**src/rtl/button_debounce.sv**
```systemverilog
// button_debounce: two-flop synchronizer plus debounce FSM for one push-button pin.
// Produces a clean level and single-cycle press, release, long-press and repeat pulses.
//
// Ports:
//   clk         fabric clock
//   rstn        asynchronous active-low reset
//   btn_in      raw button pin, asynchronous to clk
//   btn_level   debounced state, 1 = pressed
//   btn_press   one-cycle pulse on accepted press
//   btn_release one-cycle pulse on accepted release
//   btn_long    one-cycle pulse once per press when the hold reaches LONG_CYCLES
//   btn_repeat  auto-repeat pulse after btn_long
//
// Optional feature: define BTN_REPEAT_EN to build the auto-repeat counter.
// Without it btn_repeat is tied to 0.
module button_debounce #(
    parameter int DEBOUNCE_CYCLES = 1000000,
    parameter int LONG_CYCLES     = 100000000,
    parameter int REPEAT_CYCLES   = 25000000,
    parameter int CNT_WIDTH       = 27,
    parameter int ACTIVE_LOW      = 1
) (
    input  logic clk,
    input  logic rstn,
    input  logic btn_in,
    output logic btn_level,
    output logic btn_press,
    output logic btn_release,
    output logic btn_long,
    output logic btn_repeat
);

    if (DEBOUNCE_CYCLES < 1 || LONG_CYCLES <= DEBOUNCE_CYCLES ||
        REPEAT_CYCLES < 1) begin : g_bad_param
        $error("button_debounce: illegal parameter combination");
    end

    typedef enum logic [1:0] {
        IDLE,
        PRESS_CHK,
        HELD,
        RELEASE_CHK
    } state_t;

    localparam logic INACTIVE = (ACTIVE_LOW != 0);
    localparam logic [CNT_WIDTH-1:0] DEB = CNT_WIDTH'(DEBOUNCE_CYCLES);
    localparam logic [CNT_WIDTH-1:0] LNG = CNT_WIDTH'(LONG_CYCLES);
    localparam logic [CNT_WIDTH-1:0] ONE = CNT_WIDTH'(1);

    logic sync1;
    logic sync2;
    logic pressed_s;

    state_t state;
    state_t state_nx;
    logic [CNT_WIDTH-1:0] dcnt;
    logic [CNT_WIDTH-1:0] dcnt_nx;
    logic [CNT_WIDTH-1:0] hcnt;
    logic [CNT_WIDTH-1:0] hcnt_nx;
    logic level_nx;
    logic press_nx;
    logic release_nx;
    logic long_nx;
    logic hold_run;

    always_ff @(posedge clk or negedge rstn) begin
        if (!rstn) begin
            sync1 <= INACTIVE;
            sync2 <= INACTIVE;
        end else begin
            sync1 <= btn_in;
            sync2 <= sync1;
        end
    end

    assign pressed_s = sync2 ^ INACTIVE;

    always_comb begin
        state_nx   = state;
        dcnt_nx    = dcnt;
        hcnt_nx    = hcnt;
        level_nx   = btn_level;
        press_nx   = 1'b0;
        release_nx = 1'b0;
        long_nx    = 1'b0;
        hold_run   = 1'b0;
        unique case (state)
            IDLE: begin
                level_nx = 1'b0;
                if (pressed_s) begin
                    state_nx = PRESS_CHK;
                    dcnt_nx  = ONE;
                end
            end
            PRESS_CHK: begin
                if (!pressed_s) begin
                    state_nx = IDLE;
                    dcnt_nx  = '0;
                end else if (dcnt == DEB) begin
                    state_nx = HELD;
                    press_nx = 1'b1;
                    level_nx = 1'b1;
                    dcnt_nx  = '0;
                    hcnt_nx  = '0;
                end else begin
                    dcnt_nx = dcnt + ONE;
                end
            end
            HELD: begin
                hold_run = 1'b1;
                if (!pressed_s) begin
                    state_nx = RELEASE_CHK;
                    dcnt_nx  = ONE;
                end
            end
            RELEASE_CHK: begin
                hold_run = 1'b1;
                if (pressed_s) begin
                    state_nx = HELD;
                    dcnt_nx  = '0;
                end else if (dcnt == DEB) begin
                    state_nx   = IDLE;
                    release_nx = 1'b1;
                    level_nx   = 1'b0;
                    dcnt_nx    = '0;
                    hcnt_nx    = '0;
                end else begin
                    dcnt_nx = dcnt + ONE;
                end
            end
            default: begin
                state_nx = IDLE;
            end
        endcase
        // Hold timer runs through release glitches; an accepted release
        // clears it and suppresses any long pulse due in the same cycle.
        if (hold_run && state_nx != IDLE && hcnt != LNG) begin
            hcnt_nx = hcnt + ONE;
            long_nx = (hcnt_nx == LNG);
        end
    end

    always_ff @(posedge clk or negedge rstn) begin
        if (!rstn) begin
            state       <= IDLE;
            dcnt        <= '0;
            hcnt        <= '0;
            btn_level   <= 1'b0;
            btn_press   <= 1'b0;
            btn_release <= 1'b0;
            btn_long    <= 1'b0;
        end else begin
            state       <= state_nx;
            dcnt        <= dcnt_nx;
            hcnt        <= hcnt_nx;
            btn_level   <= level_nx;
            btn_press   <= press_nx;
            btn_release <= release_nx;
            btn_long    <= long_nx;
        end
    end

`ifdef BTN_REPEAT_EN
    localparam logic [CNT_WIDTH-1:0] REP_M1 = CNT_WIDTH'(REPEAT_CYCLES - 1);

    logic [CNT_WIDTH-1:0] rcnt;
    logic [CNT_WIDTH-1:0] rcnt_nx;
    logic repeat_nx;

    // Repeat period starts counting the cycle after btn_long, i.e. once
    // the hold timer sits saturated.
    always_comb begin
        rcnt_nx   = rcnt;
        repeat_nx = 1'b0;
        if (state_nx == IDLE) begin
            rcnt_nx = '0;
        end else if (hold_run && hcnt == LNG) begin
            if (rcnt == REP_M1) begin
                rcnt_nx   = '0;
                repeat_nx = 1'b1;
            end else begin
                rcnt_nx = rcnt + ONE;
            end
        end
    end

    always_ff @(posedge clk or negedge rstn) begin
        if (!rstn) begin
            rcnt       <= '0;
            btn_repeat <= 1'b0;
        end else begin
            rcnt       <= rcnt_nx;
            btn_repeat <= repeat_nx;
        end
    end
`else
    assign btn_repeat = 1'b0;
`endif

endmodule

```
**config.mk**
```make
export PLATFORM = sky130hd
export DESIGN_NAME = button_debounce
export DESIGN_NICKNAME = d
export VERILOG_FILES = /design/src/rtl/button_debounce.sv
export SDC_FILE = /design/constraint.sdc
export NUM_CORES = 1
export LEC_CHECK = 0
export ABC_AREA = 1
export BUFFER_PORTS_ARGS = -buffer_cell sky130_fd_sc_hd__buf_2
export CORE_ASPECT_RATIO = 1.75
export CORE_MARGIN = 2
export CORE_UTILIZATION = 63
export CTS_CLUSTER_DIAMETER = 150
export DETAILED_ROUTE_END_ITERATION = 16
export HOLD_SLACK_MARGIN = 0.03
export PLACE_DENSITY = 0.8
export SLEW_MARGIN = 40
export SYNTH_ARGS = -nofsm -noshare
export SYNTH_HDL_FRONTEND = slang
export SYNTH_SLANG_ARGS = --single-unit
```
**constraint.sdc**
```tcl
create_clock -name clk -period 3.8 [get_ports clk]
set_input_delay 0.95 -clock clk [delete_from_list [all_inputs] [get_ports clk]]
set_output_delay 0.95 -clock clk [all_outputs]
set_load 0.03 [all_outputs]
```
=== After elaboration in Yosys (flattened, before gate mapping) ===
Index checks and enable logic that the tools add are counted.

* Reduce and logical (&&, ||, !) cells: 10
* Eq/ne operators: 14
* Muxes and demuxes: 30
* Add/sub/neg operators: 2

{| class="wikitable"
|+ Operator list
! operator !! count
|-
| $mux 27 || 9
|-
| $pmux 27 s4 || 1
|-
| $add 27x1->27 const B || 2
|-
| $pmux 27 s2 || 1
|-
| $eq 27x20->1 const B || 1
|-
| $eq 27x27->1 const B || 1
|-
| $ne 27x27->1 const B || 1
|-
| $mux 2 || 6
|-
| $ne 2x2->1 const B || 6
|-
| $mux 1 || 11
|-
| $pmux 2 s4 || 1
|-
| $ne 3x3->1 const B || 2
|-
| $reduce_bool 3->1 || 2
|-
| $reduce_and 5->1 || 1
|-
| $eq 2x2->1 const B || 2
|-
| $pmux 1 s3 || 1
|-
| $reduce_and 3->1 || 1
|-
| $eq 2x1->1 const B || 1
|-
| $logic_and 1x1->1 || 2
|-
| $logic_not 2->1 || 1
|-
| $reduce_and 2->1 || 1
|-
| $reduce_bool 2->1 || 1
|-
| $reduce_or 2->1 || 1
|}

* Register bits: 62
* Word-level logic and storage cells: 65
* Output and inout bits: 5

=== Longest topological paths before layout ===
Gate-level depths: netlist of run 1.

* Depth after elaboration: 9
* Mapped depth: 14

=== Worst setup path after synthesis of run 1 ===
No wires, ideal clock.

* Path type: register to register
* Start point: reg dcnt[0]
* End point: reg hcnt[14]
* Arrival time: 1653 ps
* Buffers on the path: 1
* Stages on the path, launching flop included: 13
* Slack: 2018 ps
* Data required time: 3671 ps
* Setup time: 129 ps
* Cells stage by stage: dfrtp_1 > inv_1 > ha_1 > nand2_1 > nor2_2 > nand2_1 > nor2_2 > nand3_4 > inv_1 > nand2_1 > buf_2 > nand3_2 > o21ai_1

* Cells in the longest elaborated chain, start to end: 9
* Elaborated cells on any way between the ends: 18

{| class="wikitable"
|+ RTL lines
! element !! line !! RTL
|-
| start: declaration || 56 || <nowiki>logic [CNT_WIDTH-1:0] dcnt;</nowiki>
|-
| start signal: assignment || 154 || <nowiki>dcnt <= dcnt_nx;</nowiki>
|-
| $eq 27x20->1 (*) || 99, 121 ||
|-
| $mux 2, on equally long branches || 121, 99 ||
|-
| $mux 2, on equally long branches || 118, 96 ||
|-
| $pmux 2 s4 || 87 || <nowiki>unique case (state)</nowiki>
|-
| $reduce_bool 2->1 || 137 || <nowiki>if (hold_run && state_nx != IDLE && hcnt != LNG) begin</nowiki>
|-
| $logic_and 1x1->1 (2 in series) || 137 ||
|-
| $ne 3x3->1 (no source line) / $reduce_bool 3->1 (equally long branches) || n/a ||
|-
| $reduce_and 3->1 (no source line) || n/a ||
|-
| end signal: assignment || 155 || <nowiki>hcnt <= hcnt_nx;</nowiki>
|-
| end: declaration || 58 || <nowiki>logic [CNT_WIDTH-1:0] hcnt;</nowiki>
|}

Mark *: on every way between the ends. The rest lies on a longest branch, timed or not. The select of a mux whose other input is x is not followed.
A chain may end at the register's enable or synchronous reset.

=== Final worst setup path of run 1 ===
* Start point: reg dcnt[0]
* End point: reg dcnt[16]

* Cells in the longest elaborated chain, start to end: 4
* Elaborated cells on any way between the ends: 6

{| class="wikitable"
|+ RTL lines
! element !! line
|-
| $add 27x1->27 / $eq 27x20->1 (equally long branches) || n/a
|-
| $mux 27 (*) || 99, 121
|-
| $mux 27, on equally long branches || 118, 96
|-
| $pmux 27 s4 (*) || 87
|}

Mark *: on every way between the ends. The rest lies on a longest branch, timed or not.

==> results of run 1 <==
==> state kept, by name, summed over array words and instances (netlist names) <==
register,cells
dcnt,27
hcnt,27
state,2
btn_level,1
btn_long,1
btn_press,1
btn_release,1
sync1,1
sync2,1
==> per-layer routing <==
metal	vias up	track usage [%]	routed length (µm)
met5	-	0	0
met4	0	22.78	701
met3	47	5.611	317
met2	104	57.24	5931
met1	1843	29.50	3660
li1	1897	-	-
==> worst max-delay path, stage by stage, from the launching register on <==
cell and delay, ns:
dfrtp_1 0.40, inv_1 0.13, ha_1 0.17, nand2_1 0.07, nor2_2 0.12, nand2_1 0.09
nor2_2 0.16, nand2_1 0.10, nand3_1 0.50, inv_1 0.39, o211ai_1 0.19, o21ai_1 0.09
==> per-stage QoR <==
step | instances | area (µm²) | power (W)
after floorplan | 576 | 4209 | 0.0007128
after global placement | 653 | 4269 | 0.0007344
after detailed placement | 653 | 4269 | 0.0007358
after CTS | 668 | 4578 | 0.001587
after global routing | 668 | 4581 | 0.001621
final | 668 | 4581 | 0.001579
==> power groups by stage <==
stage / Clock, W / Sequential [W] / Combinational (W)
floorplan: 0 / 0.000683 / 0.0000299
global placement: 0 / 0.000684 / 0.0000508
detailed placement: 0 / 0.000684 / 0.0000520
CTS: 0.000863 / 0.000672 / 0.0000524
global route: 0.000887 / 0.000673 / 0.0000606
finish: 0.000854 / 0.000673 / 0.0000516
==> layout make-up <==
type / count / area share [%]
sequential: 62 / 33.93
clock buffer: 12 / 5.818
multi-input combinational: 428 / 49.63
timing repair buffer: 10 / 1.639
tap: 82 / 2.240
clock inverter: 3 / 0.9287
inverter: 71 / 5.818
==> cell usage in the layout, fill, tap and decap left out, types with 6 or more instances in the layout <==
cell,synthesis,final
nand2_1,154,154
inv_1,62,62
nor2_1,60,60
dfrtp_1,60,60
nand3_1,49,49
nand3_2,20,20
o21ai_1,20,20
nand4_1,18,18
xor2_1,15,15
nor2_2,13,13
o21ai_2,12,12
nor3_1,10,10
o22ai_1,10,10
inv_2,9,9
clkbuf_16,0,9
o21ai_0,6,6
==> cell usage after synthesis, drive strengths merged <==
master,n
o31ai,2
dfstp,2
clkbuf,1
nor4,5
nand2,158
ha,5
nand4,18
conb,1
buf,14
nor3b,1
o2bb2ai,1
nand3,70
inv,71
nor3,12
o21ai,38
nor2,76
a31oi,2
a21boi,1
a22oi,1
xor2,15
o22ai,10
xnor2,4
o211ai,1
o21bai,2
a21oi,5
dfrtp,60
==> logic make-up (layout without fill, tap and decap cells) <==
kind of cell / Yosys count / count (layout) / share of synthesized area [%]
simple gates: 340 / 340 / 38.79
compound gates: 63 / 63 / 9.691
flops: 62 / 62 / 36.92
fa+ha+maj: 5 / 5 / 1.486
other cells: 1 / 1 / 0.08909
xor+xnor: 19 / 19 / 3.954
buf+inv: 86 / 96 / 9.066
==> worst min path at each step <==
stage	from	endpoint	cells after the start
floorplan	sync1	sync2	0
global placement	sync1	sync2	0
detailed placement	sync1	sync2	0
CTS	sync1	sync2	0
global route	sync1	sync2	0
finish	sync1	sync2	0
==> out/qor.yml, run 1 <==
outcome:
  status: "completed"
place:
  io_buffers: 6
  gp_congestion: 0.9890
  dp_hpwl_mm: 8.132
  pre_cts_slack_ns: 1.289
clocking:
  hold_buffers: 0
  cts_resized: 0
  cts_max_level: 3
  cts.sinks: 62
  cts_buffer_depth: 2
  cts-root-buf: "clkbuf_16"
  clk_pin_slew_ns: 0.05
  post_cts_buffers: 0
  worstSkewPairLatency_ns: 0.34
  cts_tree: "built"
  cts-buffers-inserted: 9
worst_hold_path:
  hold_class: "reg -> reg"
route:
  drcViolationCount: 0
  wl_per_cell_um: 15.88
  vias: 3891
  wl_mm: 10.61
  antenna_left: 0
  first_iter_violations: 291
  firstDrtPassIters: 4
  via_per_inst: 5.825
worst_setup_path:
  critPathMaxFanout: 15
  crit_start: "dcnt[0]"
  reg2reg_depth: 11
  r2r_setup_slack_ns: 1.25
  cp-start-kind: "flip-flop"
  arrival_ns: 2.76
  crit_path_end: "dcnt[16]"
  cp-end-kind: "flip-flop"
  r2r-start: "dcnt[0]"
  worstSetupPathType: "reg -> reg"
  worstPathRequired_ns: 4.01
  reg2reg_to: "dcnt[16]"
pwr:
  p_comb_share_pct: 3.3
  p_leak_nw: 1.903
  internal_power_w: 0.001236
  seq_power_share_pct: 42.6
  swShare_pct: 21.74
  vdd_drop_max_v: 0.0002707
  power-per-cell-area_nw_per_um2: 344.7
  p_clk_share_pct: 54.1
  netSwitchingPower_w: 0.0003432
global_route:
  antenna_found_initial: 0
  grt_usage_pct: 31.25
  grt_pass1_vias: 3964
  grt_pass1_wl_mm: 17.44
  grt_max_degree: 38
  overflow: 0
die:
  die_w_um: 65.79
  fp-row-count: 39
  die_area_um2: 7376
  initial_utilization_pct: 64.85
  fp.dieH_um: 112.1
  coreArea_um2: 6490
  io_pins: 8
finish:
  regArea_um2: 1554
  nFillCells: 537
  nets: 590
  syn_to_final_growth_pct: 8.829
  multi_input_area_um2: 2273
  drive_gt1_share_pct: 15.70
  final_util_pct: 70.58
  diodes: 0
job:
  maxCapViolCount: 0
sta:
  relSlewSlack_pct: 53.05
  period_needed_ns: 2.553
  rsz0062_at_grt: "false"
  max_clock_freq_mhz: 391.7
  hold_violations: 0
  setup_ws_ns: 1.247
  worst_pin_slew_ns: 0.7023
  finClkSkew_ns: 0.004001
  setup_viol: 0
  final.setup.tns_ns: 0
  slew_viol_final: 0
  whs_ns: 0.3536
  final.period_utilization_pct: 67.18
logic_synthesis:
  postSynthAreaPerCell_um2: 7.307
  yosysSeqAreaShare_pct: 36.92
  syn_nets: 584
  synthTopCellsByArea: "dfrtp_1 36%, nand2_1 14%, nand3_1 5.8%"
  syn_area_um2: 4209
  synth_top_area_share_pct: 35.67
  yosysWarningCount: 0
  synth_area_leader_cell: "dfrtp_1"
  syn_inst: 576
  synth_cell_types: 40
  synth_seq_cells: 62
Note: power is estimated with default switching activity, not from simulation.
==> run 2: changes to the inputs <==
--- a/config.mk
+++ b/config.mk
@@ -5,7 +5,7 @@
 export SDC_FILE = /design/constraint.sdc
 export NUM_CORES = 1
 export LEC_CHECK = 0
-export ABC_AREA = 1
+export ABC_AREA = 0
 export BUFFER_PORTS_ARGS = -buffer_cell sky130_fd_sc_hd__buf_2
 export CORE_ASPECT_RATIO = 1.75
 export CORE_MARGIN = 2
==> constraint.sdc (replaced) <==
create_clock -name clk -period 2.7 [get_ports clk]
set_input_delay 0.675 -clock clk [delete_from_list [all_inputs] [get_ports clk]]
set_output_delay 0.675 -clock clk [all_outputs]
set_load 0.03 [all_outputs]
==> run 2 against run 1 <==
Net effect:
- combinational power grew 46%
- total power rose by 16%
- register-to-register slack got worse by 1.1 ns
- non-clock buffer count is 26 higher
- via count decreased by 6.6%
- global-route usage rose by 1.3 points
- routed wire length shrank 9.0%
- die area fell by 12%
- flip-flop and latch count unchanged
- clock power shrank 4.9%
- critical path type unchanged
- highest routed layer unchanged
==> out/qor.yml, run 2 <==
clocking:
  clk_pin_slew_ns: 0.07  # +0.02 ns
  cts_max_level: 3  # unchanged
  cts-buffers-inserted: 9  # unchanged
  cts_buffer_depth: 2  # unchanged
  hold_buffers: 0  # unchanged
  cts_tree: "built"
  post_cts_buffers: 0  # unchanged
  cts.sinks: 62  # unchanged
  cts-root-buf: "clkbuf_8"
  worstSkewPairLatency_ns: 0.35  # about the same
place:
  gp_congestion: 0.9844  # -0.47%
  io_buffers: 6  # unchanged
  dpl_cell_area_um2: 3935  # -7.8%
  dp_hpwl_mm: 6.766  # -17%
global_route:
  grt_usage_pct: 32.58  # +1.3 points
  grt_pass1_vias: 3434  # -13%
  grt_max_degree: 31  # -18%
  grt_pass1_wl_mm: 15.88  # -8.9%
  overflow: 0  # unchanged
  antenna_found_initial: 0  # unchanged
worst_setup_path:
  slowest_stage: "or4b_2"
  worstPathRequired_ns: 2.94  # -1.07 ns
  cpLargestDelayFamily: "compound AO/OA/AOI/OAI gates"
  worstSetupPathType: "reg -> reg"
  critPathMaxFanout: 10  # -5
  arrival_ns: 2.76  # about the same
  cp-end-kind: "flip-flop"
  cp_cell_sequence: "inv_1 -> ha_1 -> or4b_2 -> o41ai_4 -> a21boi_2 -> o21ai_0 -> o41ai_1"
  reg2reg_to: "hcnt[16]"
  r2r_setup_slack_ns: 0.18  # -1.07 ns
  cp-start-kind: "flip-flop"
  reg2reg_depth: 7  # -4
  crit_cells: 7  # -4
  r2r-start: "hcnt[0]"
  cp.buffers_inverters: 1  # -1
  cp_slowest_stage_delay_ns: 0.63  # +0.13 ns
sta:
  max_clock_freq_mhz: 396.8  # +1.3%
  slew_viol_final: 0  # unchanged
  final.period_utilization_pct: 93.34  # +26 points
  period_needed_ns: 2.520  # -0.03259 ns
  setup_viol: 0  # unchanged
  relSlewSlack_pct: 61.29  # +8.2 points
  hold_violations: 0  # unchanged
  rsz0062_at_grt: "false"
  worst_pin_slew_ns: 0.5772  # -0.1251 ns
  final.setup.tns_ns: 0  # unchanged
  finClkSkew_ns: 0.007614  # +0.003614 ns
job:
  maxCapViolCount: 0  # unchanged
logic_synthesis:
  syn_area_um2: 3692  # -12%
  yosysWarningCount: 0  # unchanged
  synth_seq_cells: 62  # unchanged
  yosysSeqAreaShare_pct: 42.09  # +5.2 points
  async_flop_share_pct: 100.0  # unchanged
  synth.most_common_cell: "dfrtp_1"
  synth_cell_types: 53  # +33%
  synth_area_leader_cell: "dfrtp_1"
  postSynthAreaPerCell_um2: 8.392  # +15%
  synth-main-ff-cell: "dfrtp_1"
  ys_top_cells_by_count: "60 x dfrtp_1, 57 x o21ai_0, 44 x nand2_1"
  synthTopCellsByArea: "dfrtp_1 41%, o21ai_0 7.7%, nand2_1 4.5%"
  syn_nets: 448  # -23%
  synth_top_area_share_pct: 40.66  # +5.0 points
  syn_inst: 440  # -24%
  synth_edf_count: 0  # unchanged
route:
  wl_per_cell_um: 17.75  # +12%
  vias: 3636  # -6.6%
  via_per_inst: 6.684  # +15%
  firstDrtPassIters: 7  # +3
  drcViolationCount: 0  # unchanged
  wl_mm: 9.654  # -9.0%
  antenna_left: 0  # unchanged
  first_iter_violations: 359  # +23%
die:
  initial_utilization_pct: 65.58  # +0.72 points
  io_pins: 8  # unchanged
  coreArea_um2: 5630  # -13%
  fp.dieH_um: 105.3  # -6.1%
  fp-row-count: 36  # -7.7%
  die_w_um: 61.87  # -6.0%
  die_area_um2: 6513  # -12%
finish:
  drive_gt1_share_pct: 13.68  # -2.0 points
  diodes: 0  # unchanged
  nFillCells: 449  # -16%
  reg.largest.list: "dcnt x27, hcnt x27, state x2"
  nets: 471  # -20%
  syn_to_final_growth_pct: 11.86
  final_common_cell: "dfrtp_1"
  final_cell_mix: "60 x dfrtp_1, 57 x o21ai_0, 44 x nand2_1"
  final_cell_area_um2: 4130  # -9.8%
worst_hold_path:
  hold_class: "in -> async"
pwr:
  vdd_drop_max_v: 0.0003565  # +32%
  power-per-cell-area_nw_per_um2: 444.1  # +29%
  p_leak_nw: 1.659  # -13%
outcome:
  status: "completed"
[run 2: changes by cell type after synthesis, moves of 20 or more]
cell / before / now
nand2_1: 154 / 44
o21ai_0: 6 / 57
inv_1: 62 / 12
nor2_1: 60 / 31
a21oi_1: 4 / 31
nand3_1: 49 / 25
a31oi_1: 2 / 25
nand3_2: 20 / 0
o21ai_1: 20 / 0
[run 2: repair_timing]
| action | in CTS | in global routing |
|---|---|---|
| setup endpoints to repair | 0 | 1 |
| endpoints found under the hold margin | 0 | 0 |
| resized for setup | 0 | 1 |
[run 2: layout make-up]
class / count / area [µm²] / share of cell area (%)
tap: 76 / 95.09 / 2.302
clock buffer: 12 / 145.1 / 3.514
sequential: 62 / 1554 / 37.62
inverter: 12 / 45.04 / 1.091
clock inverter: 4 / 47.55 / 1.151
multi-input combinational: 342 / 1988 / 48.14
timing repair buffer: 36 / 255.2 / 6.180
[run 2: per-layer routing]
metal | vias up | part of all wire, % | GRT usage (%)
met4 | 0 | 5.8 | 19.60
met3 | 54 | 4.8 | 6.135
li1 | 1689 | - | -
met2 | 148 | 53 | 53.61
met5 | - | 0 | 0
met1 | 1745 | 37 | 37.06
[run 2: cells by family after synthesis]
group	share of synthesized area, %
multiplexers	0.2711
AND/OR/NAND/NOR	26.74
buffers and inverters	4.202
flip-flops	42.09
other	0.1016
XOR/XNOR	2.372
AO/OA/AOI/OAI	22.54
adder cells (fa/ha/maj)	1.694
[run 2: worst max path at each step]
| stage | startpoint | to | slack (ns) |
|---|---|---|---|
| 4_1_cts | hcnt[0] | btn_long | 0.18 |
| 3_5_place_dp | hcnt[0] | btn_long | 0.20 |
| 6_report | hcnt[0] | hcnt[16] | 0.18 |
| 3_3_place_gp | hcnt[0] | hcnt[16] | 0.29 |
| 2_1_floorplan | hcnt[0] | btn_long | 0.08 |
| 5_1_grt | hcnt[0] | hcnt[16] | 0.04 |
[run 2: worst reg2reg max path, stage by stage, from the launching register on]
cell and delay (ns):
dfrtp_1 0.44, inv_1 0.08, ha_1 0.13, or4b_2 0.63
o41ai_4 0.32, a21boi_2 0.54, o21ai_0 0.18, o41ai_1 0.09
[run 2: report_power, final]
| group | leakage (nW) | internal [W] | switching [W] | total [W] |
|---|---|---|---|---|
| clock network | 0.0964 | 0.000449 | 0.000364 | 0.000812 |
| registers | 0.854 | 0.000937 | 0.00000954 | 0.000947 |
| logic | 0.708 | 0.0000209 | 0.0000542 | 0.0000752 |
[run 2: through the flow]
step / worst slack, ns / instances / hold WS [ns] / utilization (%) / total power, W
floorplan: 0.07617 / 440 / 0.3452 / - / 0.001002
global placement: 0.2887 / 528 / 0.3464 / 69.89 / 0.001036
detailed placement: 0.1981 / 528 / 0.3472 / 69.89 / 0.001039
CTS: 0.1766 / 544 / 0.3052 / 73.31 / 0.001842
global route: 0.03580 / 544 / 0.3407 / 73.36 / 0.001895
finish: 0.1799 / 544 / 0.2962 / 73.36 / 0.001834
